<file path="config.mk">
export PLATFORM = sky130hd
export DESIGN_NAME = spi_cmd_engine
export DESIGN_NICKNAME = d
export VERILOG_FILES = /design/src/rtl/spi_cmd_engine.sv
export SDC_FILE = /design/constraint.sdc
export NUM_CORES = 1
export LEC_CHECK = 0
export CAP_MARGIN = 15
export CORE_MARGIN = 2
export CORE_UTILIZATION = 43
export DETAILED_ROUTE_END_ITERATION = 8
export HOLD_SLACK_MARGIN = 0.1
export PLACE_DENSITY = 0.7
export SYNTH_ARGS = -nofsm -noshare
export SYNTH_HDL_FRONTEND = slang
export SYNTH_SLANG_ARGS = --single-unit
</file>
<file path="constraint.sdc">
create_clock -name clk -period 2.4 [get_ports clk]
set_input_delay 0.48 -clock clk [delete_from_list [all_inputs] [get_ports clk]]
set_output_delay 0.48 -clock clk [all_outputs]
set_load 0.1 [all_outputs]
</file>
<file path="src/rtl/spi_cmd_engine.sv">
// SPI command decoder: score updates go straight to the score register; pixel writes and
// full-screen clears are queued in order and issued to the framebuffer one write per clk.
module spi_cmd_engine #(
    parameter int unsigned X_W        = 5,
    parameter int unsigned Y_W        = 5,
    parameter int unsigned COLOR_W    = 3,
    parameter int unsigned SCORE_W    = 10,
    parameter int unsigned FIFO_DEPTH = 4
) (
    input  logic                 clk,
    input  logic                 reset,
    input  logic                 spi_done,
    input  logic [7:0]           command,
    input  logic [7:0]           databyte1,
    input  logic [7:0]           databyte2,
    output logic                 we,
    output logic [X_W+Y_W-1:0]   waddr,
    output logic [7:0]           wdata,
    output logic [SCORE_W-1:0]   score,
    output logic                 score_update,
    output logic                 busy,
    output logic                 overflow
);

    localparam int unsigned ADDR_W = X_W + Y_W;
    localparam int unsigned PTR_W  = $clog2(FIFO_DEPTH);
    localparam int unsigned CNT_W  = PTR_W + 1;
    // Queue entry: {is_clear, addr, colour}
    localparam int unsigned E_W    = 1 + ADDR_W + COLOR_W;

    localparam logic [3:0] OP_PIXEL = 4'h1;
    localparam logic [3:0] OP_SCORE = 4'h2;
    localparam logic [3:0] OP_CLEAR = 4'h3;
    localparam logic [3:0] OP_ACK   = 4'hF;

    typedef enum logic {
        S_IDLE  = 1'b0,
        S_CLEAR = 1'b1
    } state_t;

    state_t              state;
    logic [ADDR_W-1:0]   sweep_cnt;

    logic [E_W-1:0]      mem [FIFO_DEPTH];
    logic [PTR_W-1:0]    rd_ptr;
    logic [PTR_W-1:0]    wr_ptr;
    logic [CNT_W-1:0]    fifo_cnt;

    logic [3:0]          opcode;
    logic                push_req;
    logic                push_ok;
    logic                drop;
    logic                pop;
    logic                fifo_empty;
    logic                fifo_full;
    logic                sweep_last;
    logic                is_score;
    logic                is_ack;
    logic [E_W-1:0]      entry_in;
    logic [E_W-1:0]      head;
    logic                head_clear;
    logic [ADDR_W-1:0]   head_addr;
    logic [COLOR_W-1:0]  head_col;
    logic                unused_bits;

    // Command decode and queue handshake
    assign opcode     = command[7:4];
    assign push_req   = spi_done && ((opcode == OP_PIXEL) || (opcode == OP_CLEAR));
    assign is_score   = spi_done && (opcode == OP_SCORE);
    assign is_ack     = spi_done && (opcode == OP_ACK);
    assign fifo_empty = (fifo_cnt == '0);
    assign fifo_full  = (fifo_cnt == CNT_W'(FIFO_DEPTH));
    assign sweep_last = (sweep_cnt == '1);
    assign pop        = !fifo_empty && (state == S_IDLE);
    assign push_ok    = push_req && (!fifo_full || pop);
    assign drop       = push_req && fifo_full && !pop;
    assign entry_in   = {(opcode == OP_CLEAR), databyte1[Y_W-1:0], databyte2[X_W-1:0],
                         command[COLOR_W-1:0]};

    assign head       = mem[rd_ptr];
    assign head_clear = head[E_W-1];
    assign head_addr  = head[COLOR_W +: ADDR_W];
    assign head_col   = head[COLOR_W-1:0];

    assign busy       = (state == S_CLEAR) || !fifo_empty;

    // Address bits above Y_W/X_W and argument bits above the colour are deliberately dropped
    assign unused_bits = ^{databyte1, databyte2, command};

    // Queue storage needs no reset: the pointers define what is valid
    always_ff @(posedge clk) begin
        if (push_ok) begin
            mem[wr_ptr] <= entry_in;
        end
    end

    // Queue pointers and occupancy
    always_ff @(posedge clk or negedge reset) begin
        if (!reset) begin
            rd_ptr   <= '0;
            wr_ptr   <= '0;
            fifo_cnt <= '0;
        end else begin
            if (push_ok) begin
                wr_ptr <= wr_ptr + PTR_W'(1);
            end
            if (pop) begin
                rd_ptr <= rd_ptr + PTR_W'(1);
            end
            case ({push_ok, pop})
                2'b10:   fifo_cnt <= fifo_cnt + CNT_W'(1);
                2'b01:   fifo_cnt <= fifo_cnt - CNT_W'(1);
                default: fifo_cnt <= fifo_cnt;
            endcase
        end
    end

    // Dispatch FSM; a clear issues address 0 on the pop edge, so the sweep counter starts at 1
    always_ff @(posedge clk or negedge reset) begin
        if (!reset) begin
            state     <= S_IDLE;
            sweep_cnt <= '0;
            we        <= 1'b0;
            waddr     <= '0;
            wdata     <= '0;
        end else begin
            case (state)
                S_IDLE: begin
                    if (pop) begin
                        we    <= 1'b1;
                        wdata <= 8'(head_col);
                        if (head_clear) begin
                            state     <= S_CLEAR;
                            waddr     <= '0;
                            sweep_cnt <= ADDR_W'(1);
                        end else begin
                            waddr <= head_addr;
                        end
                    end else begin
                        we <= 1'b0;
                    end
                end
                S_CLEAR: begin
                    we        <= 1'b1;
                    waddr     <= sweep_cnt;
                    sweep_cnt <= sweep_cnt + ADDR_W'(1);
                    if (sweep_last) begin
                        state <= S_IDLE;
                    end
                end
                default: begin
                    state <= S_IDLE;
                    we    <= 1'b0;
                end
            endcase
        end
    end

    // Score bypass path and sticky overflow flag; a drop wins over an acknowledge
    always_ff @(posedge clk or negedge reset) begin
        if (!reset) begin
            score        <= '0;
            score_update <= 1'b0;
            overflow     <= 1'b0;
        end else begin
            score_update <= is_score;
            if (is_score) begin
                score <= SCORE_W'({databyte1, databyte2});
            end
            if (drop) begin
                overflow <= 1'b1;
            end else if (is_ack) begin
                overflow <= 1'b0;
            end
        end
    end

endmodule

</file>
==> impl_results.md <==
* Run status: finished clean
* CP max FO at 21
* Remaining DRCs at 0
* First-pass GRT wire length at approximately 13 mm
* Critical Path Source: fifo_cnt[2]
* Largest cells by area after synthesis: edfxtp_1 39%, dfrtp_1 26%, mux4_2 4.8%, mux2_2 3.4%, mux4_1 3.1%
* R2r setup slk at 0.44 ns
* Total wire length at between 8 and 9 mm
* GRT Total Usage at 0.158
* Clock Latency Late Sink at 0.36 ns
* Layout Nets at around 390
* Power per cell area at between 900 and 1000 nW/um^2
* Worst path required time at roughly 1.9 ns
* Register share of total power at 0.468
* R2R Path Start: fifo_cnt[2]
* ANT nets after route at 0
* Fin area at just over 5000 um^2
* HPWL after DPL at ~5.6 mm
* Syn Std Cell Area at around 4300 um^2
* Finished Core Util at 0.536
* CP Capture Type: primary output
* Net Switching at roughly 1.8 mW
* Total gr overflow at 0
* Worst Skew at 0.0100 ns
* Inst Count DP at 480
* # diodes at 0
* Clock Power Share at 0.216
* Post-synth top area share at 0.395
* GP Congestion at just over 0.8
* R2R depth at 7
* PortBufs at 49
* Final setup viols at 0
* Setup crit end: busy
* CP arrival at about 1.7 ns
* Max Clk Rate at 0.463 GHz
* Full die area at around 11000 um^2
* Total power at approximately 4.7 mW
* Final Worst Setup Slack at 0.242 ns
* Die Y-Extent at roughly 100 um
* Switch share at 0.392
* Clock transition at path regs at ~0.1 ns
* Relative slew slack at 0.580
* CTS Buffer Depth at 2
* Chip Width at 104 um
* TritonCTS Sinks at 100
* Startpoint Class: flop
* Share of layout cells above drive strength 1 at 0.253
* Final hold viol count at 0
* Worst Hold Margin at between 0.1 and 0.15 ns
* Max VDD drop at just over 700 uV
* Int Pwr at 2.86 mW
* Worst-Margin Slew at between 0.6 and 0.7 ns
* Worst Hold Class: input pin to asynchronous set/reset pin
* Drt wl/cell at 16.3 um
* Comb power frac at 0.317
* Setup tns final at 0 ns
* Vias in the first global route at about 2600
* Mapped Cells at between 200 and 300
* Worst Setup Path Type: flop to primary output
* DR pass1 iterations at 4
* Area Growth Syn to Fin at 21.8%
* Root buf cell: clkbuf_8
* Reg2Reg Capture Point: fifo_cnt[2]
* Yosys warnings at 0
* Cell variety after synth at 39
* Final min period at around 2.2 ns
* Placed cell areas at approximately 5000 um^2
* Post_cts resized at 0
* Post-synthesis sequential area ratio at 0.654
* Leak at slightly above 2 nW
* CTS H-tree depth at 3
* Antenna violations before repair at 0
* TritonCTS buffer count at 9
* Core ar. at between 9000 and 10000 um^2
* RSZ-0062 raised after global routing: no
* IO Count at 59
* CTS tree: done
* Most area-hungry cell type in the Yosys netlist: edfxtp_1
* Final slew viol count at 0
* Final Cycle Share at 0.899
* Buffers inserted by post-CTS timing repair at 0
* Synth Register Bits at 100
* Dpl ws at roughly 0.14 ns
* Vias per cell at 5.20
* Syn_area_per_cell at about 15 um^2
* Non-filler cells, final at between 400 and 500
* Starting Density at 0.440
* FP Rows at 36
* Via Count at 2580
* Pin count of the biggest net entering global routing at 33
* Iteration-0 DRC Markers at ~140
* Hold buffer count at CTS at 0
* Maxcap violations at 0
==> synthesized netlist by cell type (all sizes together) <==
cell type  instances
a21oi             16
nor4               1
and3               1
a211oi             3
nand3              9
ha                 5
or3                3
xor2               1
nor3               8
xnor2              8
a22o               1
a32oi              1
dfrtp             44
a22oi              2
a211o              1
mux4              14
a2bb2oi            7
or3b               7
nand4              2
conb               1
buf               10
and2               5
inv                9
mux2              13
nor3b              3
fa                 1
clkbuf            10
a31oi              2
nand2             18
nand4bb            1
o21ai             15
edfxtp            56
nor2              11
o221ai             2
==> layout by cell type (no fill, tap or decap), types with 9 or more instances in the layout <==
cell type / synthesis / layout
nand2_1: 18 / 18
a21oi_1: 16 / 16
inv_1: 9 / 9
o21ai_0: 15 / 15
clkbuf_8: 0 / 10
nand3_1: 9 / 9
mux2_2: 13 / 13
clkdlybuf4s50_1: 0 / 21
buf_4: 6 / 44
nor2_1: 11 / 11
edfxtp_1: 56 / 56
dfrtp_1: 44 / 44
mux4_2: 9 / 9
==> metal layers <==
metal  wire, um  track usage  up-vias
met5          0            0        -
met4         60       0.0376        0
met3        385       0.0434        8
met2       4200        0.275       85
met1       3450        0.197     1272
li1           -            -     1215
==> final cells by class <==
| cell class | count | area (um^2) |
|---|---|---|
| clock inverters | 5 | 43.8 |
| multi-input cells | 166 | 1350 |
| flip-flops and latches | 100 | 2780 |
| repair buffers | 72 | 666 |
| inverters | 9 | 33.8 |
| fillers | 814 | 4500 |
| well taps | 133 | 166 |
| clock buffers | 11 | 141 |
==> state kept, by name (all words and copies together) (netlist names) <==
register / count
sweep_cnt: 10
wdata: 3
wr_ptr: 2
waddr: 10
score_update: 1
score: 10
rd_ptr: 2
state: 1
we: 1
overflow: 1
fifo_cnt: 3
mem: 56
==> worst min path at each step <==
stage / from / to / depth (start not counted)
finish: reset / waddr[3] / 1
detailed placement: score[6] / score[6] / 1
floorplan: reset / fifo_cnt[0] / 0
global placement: score[6] / score[6] / 1
global route: reset / waddr[3] / 1
CTS: reset / waddr[3] / 1
==> critical path, cell delays in order, from the launching register on <==
cell	delay, ns
dfrtp_1	0.53
nor3_2	0.19
buf_4	0.26
nand2_1	0.14
buf_12	0.19
==> power groups by stage <==
stage	clock network, mW	registers [mW]	logic [mW]
2_1_floorplan	0	2.92	0.437
3_3_place_gp	0	2.22	1.47
3_5_place_dp	0	2.23	1.50
4_1_cts	1.04	2.20	1.50
5_1_grt	1.11	2.23	1.57
6_report	1.01	2.20	1.49
==> logic make-up after synthesis <==
group	count (synthesis)	share of synthesized area
AO/OA/AOI/OAI	50	0.0743
XOR/XNOR	9	0.0185
adder cells (fa/ha/maj)	6	0.0194
buffers and inverters	29	0.0350
flip-flops	100	0.654
multiplexers	27	0.113
other	1	0.000881
AND/OR/NAND/NOR	69	0.0855
Note: power is estimated with default switching activity, not from simulation.
==> variant (config.mk and constraints unchanged) <==
Change the parameter `COLOR_W` from 3 to 6.
--- a/src/rtl/spi_cmd_engine.sv
+++ b/src/rtl/spi_cmd_engine.sv
@@ -4,5 +4,5 @@
     parameter int unsigned X_W        = 5,
     parameter int unsigned Y_W        = 5,
-    parameter int unsigned COLOR_W    = 3,
+    parameter int unsigned COLOR_W    = 6,
     parameter int unsigned SCORE_W    = 10,
     parameter int unsigned FIFO_DEPTH = 4
Function: changed (Yosys sat finds a counterexample within 4 cycles, from zero or initial values and one cycle with reset low).
==> variant against the original RTL <==
Sequential cell count rose by 15; final area rose by 16%; synthesized area rose by 8.8%; die area rose by 8.5%; total power rose by 73%; routed wire length rose by 13%; count of clock-buffer cells in the layout rose by 7; setup slack got worse by 0.070 ns; hold slack improved by 0.38 ns; critical path depth fell by 1; sequential share of layout area fell by 0.13 points; critical path type unchanged; largest power group is now combinational cells.
==> variant: results (changes against the original RTL) <==
| Metric | Value |
|---|---|
| CP startpoint | `fifo_cnt[1]$_DFFE_PN0P_` |
| # fillers | `801 (-1.6%)` |
| Top cells by area, synth | `edfxtp_1, dfrtp_1, mux4_2` |
| Clock Path Buffers | `2 (unchanged)` |
| Drt initial violations | `160 (+11%)` |
| Hold WC Path Type | `input pin to async pin` |
| Routability cong. | `0.711 (-12%)` |
| Placement-stage cell area | `5400 µm² (+7.9%)` |
| Worst Hold Margin | `0.506 ns (+0.384 ns)` |
| Cts bufs inserted | `17 (+8)` |
| Synth async-reset ratio | `40.9% (-3.1 points)` |
| Post-synth top cells | `edfxtp_1, dfrtp_1, mux2_2` |
| DP Cell Count | `473 (-1.5%)` |
| Critical Path End | `busy` |
| CTS root buffer | `clkbuf_8` |
| Top FF cell, synth | `edfxtp_1` |
| Critical R2R Launch | `rd_ptr[0]$_DFFE_PN0P_` |
| Final Instance Count excl. Fillers | `506 (+2.0%)` |
| Lkg Pwr | `2.33 nW (+16%)` |
| Largest net degree at the start of global routing | `27 (-18%)` |
| Fin nets | `390 (-0.26%)` |
| Util after Layout | `57.7% (+4.2 points)` |
| Status | `completed` |
| Mean post-synth cell area | `16.9 µm² (+15%)` |
| Largest register FFs | `68 (+21%)` |
| Ys Warns | `0 (unchanged)` |
| Post-synth EDFFs | `68 (+21%)` |
| Final setup margin | `0.172 ns (-0.0698 ns)` |
| DRT Pass-1 Iters | `4 (unchanged)` |
| First-pass GRT wire length | `14.7 mm (+11%)` |
| Share of cells above drive strength 1 | `33.8% (+8.4 points)` |
| GRT Overall Usage | `17.4% (+1.6 points)` |
| CP arrival | `1.75 ns (+0.07 ns)` |
| HPWL after DPL | `5.92 mm (+5.2%)` |
| Htree depth | `4 (+1)` |
| Worst-path clk slew | `0.06 ns (-0.04 ns)` |
| Port Buffer Count | `53 (+8.2%)` |
| Worst Tran Pin Value | `0.614 ns (-0.0164 ns)` |
| Largest reg by FF count | `mem` |
| Clock Latency Late Sink | `0.52 ns (+0.16 ns)` |
| Dpl ws | `0.117 ns (-0.0197 ns)` |
| RR Endpoint | `waddr[9]$_DFFE_PN0P_` |
| Routed WL per cell | `18.0 µm (+11%)` |
| R2R Setup Slk | `0.51 ns (+0.07 ns)` |
| Antenna violations before repair | `0 (unchanged)` |
| Maximum vdd drop | `636 µV (-12%)` |
| Number of global-route vias before repair | `2785 (+7.0%)` |
| Via count | `2711 (+5.1%)` |
| CP max FO | `6 (-71%)` |
| Ant diodes | `0 (unchanged)` |
| Reg2reg path depth | `4 (-3)` |
| Seq/Total Area, Yosys | `69.4% (+4.1 points)` |
| Unique masters post-synth | `46 (+18%)` |
| Clk_skew | `0.00737 ns (-0.00265 ns)` |
| Post-CTS Resized | `0 (unchanged)` |
[variant: final cells by class]
type                    instances  share of cell area [%]
clock buffers                  18                    6.95
flip-flops and latches        115                    53.5
inverters                      15                   0.937
multi-input cells             133                    21.5
well taps                     136                    2.83
clock inverters                14                    3.10
repair buffers                 75                    11.1
[variant: critical path: stages (launching register included)]
cell	delay, ns
dfrtp_1	0.41
nor4_1	0.37
inv_1	0.23
buf_12	0.22
[variant: kinds of logic (layout without fill, tap and decap cells)]
| kind of cell | after synthesis | after routing | share of synthesized area, % |
|---|---|---|---|
| XOR/XNOR | 9 | 9 | 1.70 |
| AO/OA/AOI/OAI | 38 | 38 | 6.10 |
| adder cells (fa/ha/maj) | 6 | 6 | 1.78 |
| other | 1 | 2 | 0.0809 |
| AND/OR/NAND/NOR | 42 | 42 | 5.08 |
| flip-flops | 115 | 115 | 69.4 |
| buffers and inverters | 28 | 122 | 2.83 |
| multiplexers | 36 | 36 | 13.0 |
[variant: metal layers]
layer  vias up  track usage, %  part of all wire, %
met5         -               0                    0
met4         0            7.69                  1.2
met3        11            5.81                  5.4
met2        90            27.6                   51
met1      1387            21.7                   43
li1       1223               -                    -
[variant: power by group]
| part | internal [W] | switching (W) | leakage, nW |
|---|---|---|---|
| combinational | 0.000905 | 0.00198 | 0.852 |
| sequential | 0.00242 | 0.000275 | 1.19 |
| clock | 0.00168 | 0.000877 | 0.286 |
[variant: repair_timing]
action,4_1_cts,5_1_grt
endpoints found under the setup margin,0,0
endpoints found under the hold margin,23,0
buffers inserted,0,0
hold buffers,1,0
